==> src/rtl/decode_queue.sv <==
// RV32I decode stage feeding a DEPTH-entry FIFO of decoded instructions; 1-cycle push-to-head latency.
// Backpressure: if_ready drops when full, flushing, in reset or paused; the head is held until out_ready.
package decode_queue_pkg;
  typedef enum logic [2:0] {TYPE_R, TYPE_I, TYPE_S, TYPE_B, TYPE_U, TYPE_J} inst_ty_t;
  typedef enum logic [5:0] {
    OPT_LUI, OPT_AUIPC, OPT_JAL, OPT_JALR,
    OPT_BEQ, OPT_BNE, OPT_BLT, OPT_BGE, OPT_BLTU, OPT_BGEU,
    OPT_LB, OPT_LH, OPT_LW, OPT_LBU, OPT_LHU, OPT_SB, OPT_SH, OPT_SW,
    OPT_ADDI, OPT_SLTI, OPT_SLTIU, OPT_XORI, OPT_ORI, OPT_ANDI, OPT_SLLI, OPT_SRLI, OPT_SRAI,
    OPT_ADD, OPT_SUB, OPT_SLL, OPT_SLT, OPT_SLTU, OPT_XOR, OPT_SRL, OPT_SRA, OPT_OR, OPT_AND
  } inst_opt_t;
  typedef logic [4:0] reg_idx_t;
  typedef struct packed {
    logic [31:0] pc;
    inst_ty_t    ty;
    inst_opt_t   opt;
    reg_idx_t    rd;
    reg_idx_t    rs1;
    reg_idx_t    rs2;
    logic [31:0] imm;
    logic        is_ls;
    logic        use_rs1;
    logic        use_rs2;
    logic        illegal;
  } entry_t;
endpackage

module decode_queue
  import decode_queue_pkg::*;
#(
  parameter int DEPTH  = 4,
  parameter int ADDR_W = 2
) (
  input  logic        clk_in,
  input  logic        rst_in,
  input  logic        rdy_in,
  input  logic        flush_in,
  input  logic        if_valid,
  input  logic [31:0] if_inst,
  input  logic [31:0] if_pc,
  output logic        if_ready,
  output logic        out_valid,
  input  logic        out_ready,
  output logic [31:0] out_pc,
  output inst_ty_t    out_ty,
  output inst_opt_t   out_opt,
  output reg_idx_t    out_rd,
  output reg_idx_t    out_rs1,
  output reg_idx_t    out_rs2,
  output logic [31:0] out_imm,
  output logic        out_is_ls,
  output logic        out_use_rs1,
  output logic        out_use_rs2,
  output logic        out_illegal
);
  logic [ADDR_W-1:0] head_q, head_d, tail_q, tail_d;
  logic [ADDR_W:0]   count_q, count_d;
  entry_t            mem_q [DEPTH];
  entry_t            mem_d [DEPTH];
  entry_t            dec, head_ent;
  logic              push, pop, ill;

  logic [6:0]  opcode, f7;
  logic [2:0]  f3;
  logic [31:0] imm_i, imm_s, imm_b, imm_u, imm_j;

  assign opcode = if_inst[6:0];
  assign f3     = if_inst[14:12];
  assign f7     = if_inst[31:25];
  assign imm_i  = {{20{if_inst[31]}}, if_inst[31:20]};
  assign imm_s  = {{20{if_inst[31]}}, if_inst[31:25], if_inst[11:7]};
  assign imm_b  = {{19{if_inst[31]}}, if_inst[31], if_inst[7], if_inst[30:25], if_inst[11:8], 1'b0};
  assign imm_u  = {if_inst[31:12], 12'b0};
  assign imm_j  = {{11{if_inst[31]}}, if_inst[31], if_inst[19:12], if_inst[20], if_inst[30:21], 1'b0};

  always_comb begin
    dec     = '0;
    ill     = 1'b0;
    dec.pc  = if_pc;
    dec.ty  = TYPE_I;
    dec.opt = OPT_ADDI;
    dec.rd  = if_inst[11:7];
    case (opcode)
      7'h37: begin dec.ty = TYPE_U; dec.opt = OPT_LUI;   dec.imm = imm_u; end
      7'h17: begin dec.ty = TYPE_U; dec.opt = OPT_AUIPC; dec.imm = imm_u; end
      7'h6F: begin dec.ty = TYPE_J; dec.opt = OPT_JAL;   dec.imm = imm_j; end
      7'h67: begin
        dec.opt = OPT_JALR; dec.imm = imm_i; dec.use_rs1 = 1'b1;
        ill = (f3 != 3'd0);
      end
      7'h63: begin
        dec.ty = TYPE_B; dec.imm = imm_b; dec.rd = '0;
        dec.use_rs1 = 1'b1; dec.use_rs2 = 1'b1;
        case (f3)
          3'd0: dec.opt = OPT_BEQ;
          3'd1: dec.opt = OPT_BNE;
          3'd4: dec.opt = OPT_BLT;
          3'd5: dec.opt = OPT_BGE;
          3'd6: dec.opt = OPT_BLTU;
          3'd7: dec.opt = OPT_BGEU;
          default: ill = 1'b1;
        endcase
      end
      7'h03: begin
        dec.imm = imm_i; dec.is_ls = 1'b1; dec.use_rs1 = 1'b1;
        case (f3)
          3'd0: dec.opt = OPT_LB;
          3'd1: dec.opt = OPT_LH;
          3'd2: dec.opt = OPT_LW;
          3'd4: dec.opt = OPT_LBU;
          3'd5: dec.opt = OPT_LHU;
          default: ill = 1'b1;
        endcase
      end
      7'h23: begin
        dec.ty = TYPE_S; dec.imm = imm_s; dec.rd = '0; dec.is_ls = 1'b1;
        dec.use_rs1 = 1'b1; dec.use_rs2 = 1'b1;
        case (f3)
          3'd0: dec.opt = OPT_SB;
          3'd1: dec.opt = OPT_SH;
          3'd2: dec.opt = OPT_SW;
          default: ill = 1'b1;
        endcase
      end
      7'h13: begin
        dec.imm = imm_i; dec.use_rs1 = 1'b1;
        case (f3)
          3'd0: dec.opt = OPT_ADDI;
          3'd2: dec.opt = OPT_SLTI;
          3'd3: dec.opt = OPT_SLTIU;
          3'd4: dec.opt = OPT_XORI;
          3'd6: dec.opt = OPT_ORI;
          3'd7: dec.opt = OPT_ANDI;
          3'd1: begin
            dec.opt = OPT_SLLI; dec.imm = {27'b0, if_inst[24:20]};
            ill = (f7 != 7'h00);
          end
          default: begin
            dec.opt = if_inst[30] ? OPT_SRAI : OPT_SRLI;
            dec.imm = {27'b0, if_inst[24:20]};
            ill = (f7 != 7'h00) && (f7 != 7'h20);
          end
        endcase
      end
      7'h33: begin
        dec.ty = TYPE_R; dec.use_rs1 = 1'b1; dec.use_rs2 = 1'b1;
        ill = !((f7 == 7'h00) || ((f7 == 7'h20) && ((f3 == 3'd0) || (f3 == 3'd5))));
        case (f3)
          3'd0: dec.opt = if_inst[30] ? OPT_SUB : OPT_ADD;
          3'd1: dec.opt = OPT_SLL;
          3'd2: dec.opt = OPT_SLT;
          3'd3: dec.opt = OPT_SLTU;
          3'd4: dec.opt = OPT_XOR;
          3'd5: dec.opt = if_inst[30] ? OPT_SRA : OPT_SRL;
          3'd6: dec.opt = OPT_OR;
          default: dec.opt = OPT_AND;
        endcase
      end
      default: ill = 1'b1;
    endcase
    dec.rs1 = dec.use_rs1 ? if_inst[19:15] : '0;
    dec.rs2 = dec.use_rs2 ? if_inst[24:20] : '0;
    // Malformed encodings still occupy a slot, as an ADDI x0,x0,0 tagged illegal.
    if (ill) begin
      dec         = '0;
      dec.pc      = if_pc;
      dec.ty      = TYPE_I;
      dec.opt     = OPT_ADDI;
      dec.illegal = 1'b1;
    end
  end

  assign if_ready  = rdy_in & ~rst_in & ~flush_in & (count_q != (ADDR_W+1)'(DEPTH));
  assign out_valid = rdy_in & (count_q != '0);
  assign push      = if_valid & if_ready;
  assign pop       = out_valid & out_ready;

  always_comb begin
    head_d  = head_q;
    tail_d  = tail_q;
    count_d = count_q;
    mem_d   = mem_q;
    if (rst_in || (rdy_in && flush_in)) begin
      head_d  = '0;
      tail_d  = '0;
      count_d = '0;
    end else begin
      if (push) begin
        mem_d[tail_q] = dec;
        tail_d        = tail_q + ADDR_W'(1);
      end
      if (pop) head_d = head_q + ADDR_W'(1);
      case ({push, pop})
        2'b10:   count_d = count_q + (ADDR_W+1)'(1);
        2'b01:   count_d = count_q - (ADDR_W+1)'(1);
        default: count_d = count_q;
      endcase
    end
  end

  always_ff @(posedge clk_in) begin
    if (rst_in) begin
      head_q  <= '0;
      tail_q  <= '0;
      count_q <= '0;
    end else begin
      head_q  <= head_d;
      tail_q  <= tail_d;
      count_q <= count_d;
    end
    mem_q <= mem_d;
  end

  assign head_ent    = out_valid ? mem_q[head_q] : '0;
  assign out_pc      = head_ent.pc;
  assign out_ty      = head_ent.ty;
  assign out_opt     = head_ent.opt;
  assign out_rd      = head_ent.rd;
  assign out_rs1     = head_ent.rs1;
  assign out_rs2     = head_ent.rs2;
  assign out_imm     = head_ent.imm;
  assign out_is_ls   = head_ent.is_ls;
  assign out_use_rs1 = head_ent.use_rs1;
  assign out_use_rs2 = head_ent.use_rs2;
  assign out_illegal = head_ent.illegal;
endmodule
==> config.mk <==
export PLATFORM = sky130hd
export DESIGN_NAME = decode_queue
export DESIGN_NICKNAME = d
export VERILOG_FILES = /design/src/rtl/decode_queue.sv
export SDC_FILE = /design/constraint.sdc
export NUM_CORES = 1
export LEC_CHECK = 0
export ABC_AREA = 0
export BUFFER_PORTS_ARGS = -buffer_cell sky130_fd_sc_hd__buf_4
export CELL_PAD_IN_SITES_DETAIL_PLACEMENT = 0
export CELL_PAD_IN_SITES_GLOBAL_PLACEMENT = 2
export CORE_MARGIN = 3
export CORE_UTILIZATION = 35
export DETAILED_ROUTE_END_ITERATION = 6
export PLACE_DENSITY_LB_ADDON = 0.25
export SYNTH_ARGS = -nofsm -noshare
export SYNTH_HDL_FRONTEND = slang
export SYNTH_SLANG_ARGS = --single-unit
==> constraint.sdc <==
create_clock -name clk_in -period 4.3 [get_ports clk_in]
set_input_delay 0.645 -clock clk_in [delete_from_list [all_inputs] [get_ports clk_in]]
set_output_delay 0.645 -clock clk_in [all_outputs]
set_load 0.05 [all_outputs]
After elaboration in Yosys (flattened, before gate mapping)
Index checks and enable logic that the tools add are counted.
{"block": "word_totals", "ff_bits": 375, "inputBits": 70, "output_inout_bits": 94, "word_cells": 145}
{"block": "op_classes", "add_sub_neg": 4, "n_lt_le_gt_ge": 3, "eq_ne": 21, "n_mux": 32, "n_bitwise": 11, "reduce_logical": 27}
{"op": "368-bit bitwise mux", "count": 1}
{"op": "92-bit 2-to-1 mux", "count": 4}
{"op": "32-bit case mux with 6 select lines", "count": 1}
{"op": "92-bit binary-select mux with 2-bit select", "count": 1}
{"op": "92-bit demux with 2-bit select", "count": 1}
{"op": "60-bit 2-to-1 mux", "count": 1}
{"op": "6-bit case mux with 9 select lines", "count": 1}
{"op": "6-bit case mux with 7 select lines", "count": 1}
{"op": "32-bit 2-to-1 mux", "count": 1}
{"op": "5-bit case mux with 6 select lines", "count": 1}
{"op": "7-bit by 6-bit == test with 1-bit output (second input constant)", "count": 4}
{"op": "4-bit case mux with 7 select lines", "count": 1}
{"op": "5-bit case mux with 5 select lines", "count": 1}
{"op": "7-bit == test (second input constant)", "count": 3}
{"op": "6-bit OR reduction", "count": 3}
{"op": "5-bit 2-to-1 mux", "count": 3}
{"op": "3-bit case mux with 5 select lines", "count": 1}
{"op": "5-bit case mux with 3 select lines", "count": 1}
{"op": "7-bit by 5-bit == test with 1-bit output (second input constant)", "count": 2}
{"op": "3-bit == test (second input constant)", "count": 4}
{"op": "2-bit OR reduction", "count": 5}
{"op": "3-bit OR reduction", "count": 3}
{"op": "7-bit by 2-bit == test with 1-bit output (second input constant)", "count": 1}
{"op": "7-bit zero test", "count": 1}
{"op": "other kinds (29)", "count": 52}

Longest topological paths before layout
Gate-level depths: netlist of the first run.
{"block": "logic_depth", "word_depth": 8, "ltp_mapped": 10, "depth_no_buf": 10}

Worst setup path after synthesis of the first run
OpenSTA, ideal clock, no wires.
{"block": "synth_path", "path_type": "in2reg", "startpoint": "input rst_in", "endpoint": "register mem_q[0] (netlist bit), enable pin", "setup_time_ns": 0.462, "t_arrival_ns": 4.374, "required_time_ns": 3.838, "slack_ns": -0.536, "path_stages": 3, "path_buffers": 0, "path_cell_list": "or3b_2 > a31oi_1 > and3_1"}
{"block": "synth_via", "elab_chain_len": 6, "word_cells_on_any_way": 8, "classes_between": "6 x bitwise; 2 x reduce/logical"}
{"element": "start, declared", "line_no": "35", "text": "input logic rst_in,"}
{"element": "1-bit inverter", "line_no": "173", "text": "assign if_ready = rdy_in & ~rst_in & ~flush_in & (count_q != (ADDR_W+1)'(DEPTH));"}
{"element": "1-bit bitwise AND (3 in series)", "line_no": "173"}
{"element": "via if_ready", "line_no": "41", "text": "output logic if_ready,"}
{"element": "1-bit bitwise AND", "line_no": "175", "text": "assign push = if_valid & if_ready;"}
{"element": "2-bit AND reduction (no source line)"}
{"element": "end signal, assigned", "line_no": "211", "text": "mem_q <= mem_d;"}
{"element": "end, declared", "line_no": "58", "text": "entry_t mem_q [DEPTH];"}
The timed path passes the listed nets, and every way through them passes these cells.
A chain may end at the register's enable or synchronous reset.

Final worst setup path of the first run
{"block": "layout_path", "startpoint": "register head_q[0]", "endpoint": "output out_rs1[2]"}
{"block": "layout_via", "elab_chain_len": 5}
{"element": "start, declared", "line_no": "56", "text": "logic [ADDR_W-1:0] head_q, head_d, tail_q, tail_d;"}
{"element": "start signal, assigned", "line_no": "203", "text": "head_q <= '0;"}
{"element": "start signal, assigned", "line_no": "207", "text": "head_q <= head_d;"}
{"element": "2-bit inverter with 3-bit output (implied by the code)", "line_no": "214", "text": "assign head_ent = out_valid ? mem_q[head_q] : '0;"}
{"element": "92-bit binary-select mux with 2-bit select", "line_no": "214"}
{"element": "92-bit 2-to-1 mux (implied by the code) (2 in series)", "line_no": "214"}
{"element": "92-bit 2-to-1 mux", "line_no": "214"}
{"element": "end, declared", "line_no": "48", "text": "output reg_idx_t out_rs1,"}
Every way passes these cells. The select of a mux whose other input is x is not followed.

==> results.py, run 1 <==
metrics = {
    "pwr": {
        "p_per_area_nw_per_um2": 408,
        "vdd_drop_max_mv": 0.238,
        "power.leakage_nw": 6.38,
    },
    "synthesis": {
        "seq_area_frac_synth": 0.721,
        "synth_top_area_share": 0.712,
        "ys_ff_latch": 375,
        "avgSynthCellArea_um2": 17.6,
        "yosys.area.top_type": "edfxtp_1",
        "synth-edff-count": 368,
        "synth_top_flop_cell": "edfxtp_1",
        "synthAdderAreaFrac": 0.00532,
        "synth-xor-area-share": 0.00395,
        "yosys-top-cells-count": "edfxtp_1, and2_1, mux4_2",
        "synth_top_family_by_area": "multiplexers",
        "synthSimpleGateAreaFrac": 0.0871,
        "synthMuxAreaShare": 0.134,
        "synthArstFlopShare": 0,
        "synth_compound_gate_area_share": 0.0303,
        "postSynthCellCount": 881,
        "yosysMostFrequentCell": "edfxtp_1",
        "synth_cell_type_count": 51,
        "ys.warnings.count": 0,
        "syn_nets": 957,
        "synth_area_um2": 15500,
        "synth_area_leaders": "edfxtp_1, mux4_2, and2_1",
    },
    "global_routing": {
        "grt_remaining_overflow": 0,
        "grt_usage": 0.160,
        "grt_first_pass_wirelength_um": 56400,
        "grt_pass1_vias": 8965,
        "antenna_found_initial": 1,
        "grt_max_degree": 94,
    },
    "sta": {
        "rsz0062_at_grt": "no",
        "period_share": 0.779,
        "final_hold_viol_count": 0,
        "finClkSkew_ps": 15.3,
        "fin_crit_ps": 3350,
        "fmax_ghz": 0.298,
        "setup_tns_ps": 0,
        "slew_violations": 0,
        "timing.hold.ws_ps": 296,
        "setup_violations": 0,
        "max_slew_margin": 0.423,
        "worst_slew_pin_slew_ps": 865,
    },
    "floorplanning": {
        "rows": 76,
        "core_um2": 43500,
        "fp.dieW_um": 217,
        "top_level_ports": 164,
        "start_util": 0.357,
        "die_y_um": 217,
        "die_area_um2": 46900,
    },
    "placed_design": {
        "dpl.hpwl_um": 24600,
        "port_buffers": 163,
        "gp_congestion": 0.787,
        "dp.cells": 1601,
        "place_area_um2": 17600,
    },
    "worst_setup_path": {
        "path_class": "reg -> out",
        "cp.arrival_ps": 2710,
        "crit_required_ps": 3650,
        "endpoint_kind": "output pin",
        "cp-start-kind": "flip-flop",
        "path_max_fanout": 33,
    },
    "flow_run": {
        "drv_cap": 0,
    },
    "clock_tree": {
        "postCtsSetupBuffers": 0,
        "cts_tree": "yes",
        "hold_buffers": 0,
        "cts_buffers": 41,
        "ctsRootBufferMaster": "clkbuf_16",
        "htree_levels": 2,
        "clock_latency_ps": 550,
        "cts_max_path_buffers": 3,
        "clkTransAtPathRegs_ps": 60,
        "clock-sinks": 375,
        "cts_resized": 0,
    },
    "final_layout": {
        "fillers": 3895,
        "drive_above_1_share": 0.326,
        "fin_nets": 1135,
        "synthToLayoutAreaGrowth_pct": 22.1,
        "final_area_um2": 18900,
        "multiInputGateArea_um2": 4070,
        "antenna_cells": 0,
        "regArea_um2": 11200,
        "final_cell_count_no_fill": 1677,
    },
    "worst_hold_path": {
        "hold_path.class": "in -> reg",
    },
    "route": {
        "via_per_inst": 5.05,
        "wire_per_inst_um": 22.3,
        "drt_iter0_markers": 553,
        "ant_nets": 0,
        "drcViolationCount": 0,
        "first_pass_iters": 4,
        "wl_um": 37400,
        "vias": 8467,
    },
    "outcome": {
        "outcome": "finished, final reports clean",
    },
}
## critical path: stages (launching register included)
cell     delay (ps)
dfxtp_4         800
buf_4           370
mux4_2          600
and2_1          190
buf_4           190
## cell families after synthesis
group	after synthesis
buf+inv	69
mux	93
xor+xnor	7
compound gates	76
fa+ha+maj	6
simple gates	255
flops	375
## final timing paths
check              from          to  slack [ps]  cells past startpoint
max           head_q[0]  out_rs1[2]         950                      4
min           if_pc[22]   mem_q[82]         300                      1
max reg2reg  count_q[0]  mem_q[117]        1870                      4
min reg2reg  count_q[2]  count_q[2]         510                      2
## through the flow
step / utilization / total power, mW / setup WS [ps]
finish: 0.436 / 7.73 / 948
global route: 0.436 / 8.02 / 755
CTS: 0.436 / 7.84 / 825
detailed placement: 0.405 / 4.30 / 565
global placement: 0.405 / 4.30 / 658
floorplan: - / 4.18 / 467
## power by group
part	leakage, nW	switching, mW	internal [mW]
clock	0.665	1.38	2.13
sequential	3.46	0.00378	3.99
combinational	2.25	0.144	0.0872
## final cells by class
type	count	area share
timing repair buffer	194	0.0815
tap	585	0.0386
multi-input combinational	437	0.215
sequential	375	0.591
clock inverter	20	0.0131
clock buffer	56	0.0587
inverter	10	0.00198
## state kept, by name, summed over array words and instances (netlist names)
| register | flops |
|---|---|
| mem_q | 368 |
| count_q | 3 |
| head_q | 2 |
| tail_q | 2 |
## cells in the final DEF, fill, tap and decap left out, types with 6 or more instances in the layout
cell       count
mux4_2        92
clkbuf_16     41
clkinv_2       6
nor2b_1        7
a22oi_1        8
edfxtp_1     368
buf_12         7
nor2_1        46
a21oi_1       33
nand2_1       50
and2_1        94
nand3_1       21
inv_1         10
buf_4        187
clkbuf_1      12
nor3_1         6
o21ai_0        9
## routing by layer
| metal | GRT usage | routed length, um |
|---|---|---|
| met1 | 0.219 | 16500 |
| met2 | 0.258 | 18100 |
| met3 | 0.0314 | 1800 |
| met4 | 0.0545 | 1050 |
| met5 | 0 | 13 |
No activity file was read; power rests on OpenSTA's default activity.
==> run 2: changes to the inputs <==
clock period = 2.8 ns   (was 4.3 ns; I/O delays follow)
==> results.py, run 2 (synthesis results as in run 1) <==
metrics = {
    "clock_tree": {
        "clock-sinks": 375,
        "cts_max_path_buffers": 3,
        "ctsRootBufferMaster": "clkbuf_16",
        "clock_latency_ps": 550,
        "clkTransAtPathRegs_ps": 60,
        "cts_buffers": 42,
        "hold_buffers": 0,
        "cts_tree": "yes",
        "htree_levels": 2,
    },
    "worst_setup_path": {
        "path_max_fanout": 14,
        "ff2ff_setup_slack_ps": 650,
        "worst-path-buf-inv": 2,
        "crit_required_ps": 2380,
        "cp.arrival_ps": 2290,
        "cp-start-kind": "flip-flop",
        "critPathSlowestCell": "mux4_2",
        "slowest_delay_ps": 560,
        "crit_cells": 4,
        "path_delay_family": "multiplexers",
        "endpoint_kind": "output pin",
        "r2r-start": "count_q[0]",
        "r2r-end": "count_q[2]",
        "crit_path_start": "head_q[0]",
        "cp-endpoint": "out_rd[4]",
        "rr_worst_depth": 10,
        "path_class": "reg -> out",
        "cp_cell_sequence": "buf_6 -> mux4_2 -> and2_1 -> buf_4",
    },
    "route": {
        "top_layer": "met4",
        "first_pass_iters": 5,
        "via_per_inst": 5.08,
        "drt_iter0_markers": 562,
        "wire_per_inst_um": 22.4,
        "wl_met2_um": 18600,
        "vias": 8665,
        "drcViolationCount": 0,
        "met1_length_um": 16800,
        "ant_nets": 0,
        "wl_um": 38100,
        "dr_wl_met3_um": 2040,
    },
    "final_layout": {
        "fin_nets": 1166,
        "largestRegisters": "mem_q: 368 flops, count_q: 3 flops",
        "largest_reg_flops": 368,
        "final_cell_count_no_fill": 1706,
        "synthToLayoutAreaGrowth_pct": 24.9,
        "final_area_um2": 19400,
        "mostFrequentLayoutCells": "edfxtp_1, buf_4, and2_1",
        "drive_above_1_share": 0.343,
        "final_common_cell": "edfxtp_1",
        "final_core_util": 0.446,
        "regMostFlops": "mem_q",
        "antenna_cells": 0,
    },
    "sta": {
        "finClkSkew_ps": 17.6,
        "max_slew_margin": 0.606,
        "slew_violations": 0,
        "rsz0062_at_grt": "yes",
        "final_hold_viol_count": 0,
        "timing.hold.ws_ps": 70.9,
        "fin_ws_ps": 88.8,
        "fmax_ghz": 0.369,
        "setup_violations": 0,
        "fin_crit_ps": 2710,
        "worst_slew_pin_slew_ps": 584,
        "period_share": 0.968,
        "setup_tns_ps": 0,
    },
    "floorplanning": {
        "fp.dieW_um": 217,
        "rows": 76,
        "die_y_um": 217,
        "core_um2": 43500,
        "die_area_um2": 46900,
        "start_util": 0.357,
        "top_level_ports": 164,
    },
    "placed_design": {
        "port_buffers": 163,
        "pre_cts_ws_ps": -327,
        "dpl.hpwl_um": 24700,
        "gp_congestion": 0.820,
        "place_area_um2": 18000,
        "dp.cells": 1630,
    },
    "worst_hold_path": {
        "hold_path.class": "in -> reg",
    },
    "pwr": {
        "power.leakage_nw": 6.56,
        "vdd_drop_max_mv": 0.359,
        "p_sw_mw": 2.38,
        "p_per_area_nw_per_um2": 611,
        "p_comb_frac": 0.033,
        "p_int_mw": 9.46,
        "p_seq_frac": 0.518,
        "p_clk_frac": 0.449,
        "p_sw_frac": 0.201,
        "p_total_mw": 11.8,
    },
    "global_routing": {
        "grt_pass1_vias": 9079,
        "grt_usage": 0.162,
        "antenna_found_initial": 0,
        "grt_remaining_overflow": 0,
        "grt_max_degree": 64,
        "grt_first_pass_wirelength_um": 57400,
    },
    "outcome": {
        "outcome": "finished, final reports clean",
    },
    "flow_run": {
        "drv_cap": 0,
    },
}
==> run 2: changes by cell type in the layout (fill, tap and decap cells not counted), moves of 2 or more <==
cell	previous run	this run
buf_12	7	21
buf_4	187	198
clkinv_1	4	9
buf_6	0	3
clkbuf_1	12	9
clkbuf_16	41	44
clkbuf_8	3	0
clkinv_4	0	2
inv_6	3	1
==> run 2: power groups by stage <==
stage | Clock, mW | Combinational (mW) | Sequential, mW
2_1_floorplan | 0 | 0.169 | 6.25
3_3_place_gp | 0 | 0.395 | 6.25
3_5_place_dp | 0 | 0.397 | 6.25
4_1_cts | 5.49 | 0.398 | 6.13
5_1_grt | 5.72 | 0.425 | 6.13
6_report | 5.32 | 0.393 | 6.13
==> run 2: what timing repair did <==
action | in CTS | in global routing
cloned | 0 | 1
gates resized for setup | 4 | 0
setup endpoints to repair | 12 | 22
buffers inserted | 0 | 0
==> run 2: metal layers <==
layer / global-route usage / vias to the layer above
met3: 0.0349 / 49
li1: - / 3890
met1: 0.226 / 4487
met2: 0.261 / 239
met4: 0.0407 / 0
met5: 0 / -
==> run 2: cell type report <==
class	instances	area, um^2
clock buffer	52	1110
clock inverter	23	218
fill	3891	24100
inverter	10	37.5
multi-input combinational	437	4090
sequential	375	11200
tap	585	732
timing repair buffer	224	1990
==> run 2: worst reg2reg max path, stage by stage, from the launching register on <==
cell     delay [ps]
dfxtp_1         330
inv_1           140
a31oi_4         110
and2_1          210
inv_1            80
ha_1            180
inv_1            60
fa_1            370
xor2_1          160
or3_1           300
a21oi_1         140
==> run 2: worst min-delay path by stage <==
stage / from / end / depth (start not counted)
floorplan: tail_q[1] / tail_q[1] / 2
global placement: tail_q[1] / tail_q[1] / 2
detailed placement: tail_q[1] / tail_q[1] / 2
CTS: if_pc[13] / mem_q[257] / 1
global route: if_pc[11] / mem_q[255] / 1
finish: if_pc[8] / mem_q[252] / 1
==> run 3: changes to the inputs <==
BUFFER_PORTS_ARGS = -buffer_cell sky130_fd_sc_hd__buf_2   (was -buffer_cell sky130_fd_sc_hd__buf_4)
clock period = 2.7 ns   (was 2.8 ns; I/O delays follow)
==> results.py, run 3 (synthesis results as in run 1) <==
metrics = {
    "outcome": {
        "outcome": "finished, final reports clean",
    },
    "sta": {
        "slew_violations": 0,
        "fmax_ghz": 0.374,
        "setup_violations": 0,
        "finClkSkew_ps": 21.4,
        "rsz0062_at_grt": "yes",
        "max_slew_margin": 0.584,
        "final_hold_viol_count": 0,
        "worst_slew_pin_slew_ps": 624,
        "period_share": 0.990,
        "fin_crit_ps": 2670,
    },
    "global_routing": {
        "antenna_found_initial": 1,
        "grt_remaining_overflow": 0,
        "grt_first_pass_wirelength_um": 57500,
        "grt_usage": 0.163,
        "grt_max_degree": 75,
        "grt_pass1_vias": 9125,
    },
    "worst_setup_path": {
        "cp-start-kind": "flip-flop",
        "ff2ff_setup_slack_ps": 540,
        "path_class": "reg -> out",
        "r2r-start": "count_q[2]",
        "endpoint_kind": "output pin",
        "r2r-end": "count_q[2]",
        "cp.arrival_ps": 2270,
        "rr_worst_depth": 8,
        "path_max_fanout": 11,
        "crit_required_ps": 2300,
    },
    "clock_tree": {
        "cts_max_path_buffers": 3,
        "cts_buffers": 42,
        "clkTransAtPathRegs_ps": 60,
        "ctsRootBufferMaster": "clkbuf_16",
        "cts_tree": "yes",
        "htree_levels": 2,
        "clock-sinks": 375,
        "clock_latency_ps": 550,
        "hold_buffers": 0,
    },
    "route": {
        "wl_um": 38000,
        "wire_per_inst_um": 22.1,
        "drcViolationCount": 0,
        "via_per_inst": 5.02,
        "vias": 8646,
        "drt_iter0_markers": 559,
        "ant_nets": 0,
        "first_pass_iters": 7,
    },
    "floorplanning": {
        "die_y_um": 217,
        "core_um2": 43500,
        "rows": 76,
        "start_util": 0.357,
        "fp.dieW_um": 217,
        "die_area_um2": 46900,
        "top_level_ports": 164,
    },
    "worst_hold_path": {
        "hold-path-endpoint": "mem_q[262]",
        "hold_path.class": "in -> reg",
        "min-delay-start": "if_pc[18]",
        "hold_path_depth": 1,
    },
    "final_layout": {
        "fin_nets": 1183,
        "largest_reg_flops": 368,
        "synthToLayoutAreaGrowth_pct": 22.9,
        "drive_above_1_share": 0.354,
        "final_common_cell": "edfxtp_1",
        "largestRegisters": "mem_q: 368 flops, count_q: 3 flops",
        "mostFrequentLayoutCells": "edfxtp_1, buf_2, and2_1",
        "final_cell_count_no_fill": 1722,
        "antenna_cells": 0,
        "final_area_um2": 19100,
        "regMostFlops": "mem_q",
    },
    "pwr": {
        "p_sw_frac": 0.201,
        "vdd_drop_max_mv": 0.417,
        "p_clk_frac": 0.442,
        "p_comb_frac": 0.032,
        "p_per_area_nw_per_um2": 634,
        "power.leakage_nw": 6.58,
        "p_int_mw": 9.65,
        "p_seq_frac": 0.526,
        "p_sw_mw": 2.43,
    },
    "placed_design": {
        "port_buffers": 163,
        "dpl.hpwl_um": 25100,
        "place_area_um2": 17700,
        "dp.cells": 1644,
        "gp_congestion": 0.795,
    },
    "flow_run": {
        "drv_cap": 0,
    },
}
-- run 3: cell types whose count changed in the layout (fill, tap and decap cells not counted), sizes merged --
cell    previous run  this run
inv               11        12
bufinv             4         2
bufbuf             0         1
buf              223       240
clkinv            17        15
clkbuf            53        54
-- run 3: power by group through the flow --
stage,sequential [mW],combinational (mW),clock (mW)
after floorplan,6.48,0.175,0
after global placement,6.48,0.395,0
after detailed placement,6.48,0.391,0
after CTS,6.35,0.396,5.47
after global routing,6.35,0.427,5.70
final,6.36,0.391,5.33
-- run 3: worst max-delay path by stage --
stage / from / slack (ps) / endpoint / depth (start not counted)
floorplan: rst_in / 90 / count_q[2] / 10
global placement: if_inst[27] / -400 / mem_q[328] / 6
detailed placement: if_inst[27] / -450 / mem_q[125] / 7
CTS: head_q[0] / -40 / out_ty[0] / 5
global route: head_q[0] / -70 / out_imm[26] / 5
finish: head_q[0] / 30 / out_imm[26] / 5
-- run 3: layout make-up --
type / instances / area (um^2)
fillers: 3928 / 24400
flip-flops and latches: 375 / 11200
multi-input cells: 437 / 4090
repair buffers: 241 / 1720
clock buffers: 54 / 1140
well taps: 585 / 732
clock inverters: 20 / 160
inverters: 10 / 37.5
-- run 3: repair_timing --
item | in CTS | in global routing
setup buffers | 3 | 0
endpoints found under the hold margin | 0 | 0
cloned | 1 | 0
gates resized for setup | 9 | 1
endpoints found under the setup margin | 85 | 49
-- run 3: critical path, cell delays in order (launching register included) --
cell	delay (ps)
dfxtp_4	350
buf_12	150
bufbuf_16	320
mux4_2	510
and2_1	170
buf_2	200
-- run 3: stage by stage --
step / setup slack (ps) / hold slack, ps / setup TNS [ps] / total power, mW / util
floorplan: 89.9 / 469 / 0 / 6.65 / -
global placement: -398 / 492 / -68630 / 6.87 / 0.407
detailed placement: -447 / 495 / -78490 / 6.87 / 0.407
CTS: -36.2 / 44.8 / -272 / 12.2 / 0.439
global route: -66.2 / 61.2 / -1450 / 12.5 / 0.439
finish: 27.5 / 78.5 / 0 / 12.1 / 0.439
-- run 3: routing by layer --
layer / routed length [um] / vias up / global-route usage
li1: - / 3919 / -
met3: 1780 / 45 / 0.0303
met2: 18800 / 215 / 0.274
met5: 7 / - / 0
met4: 614 / 2 / 0.0416
met1: 16800 / 4465 / 0.221
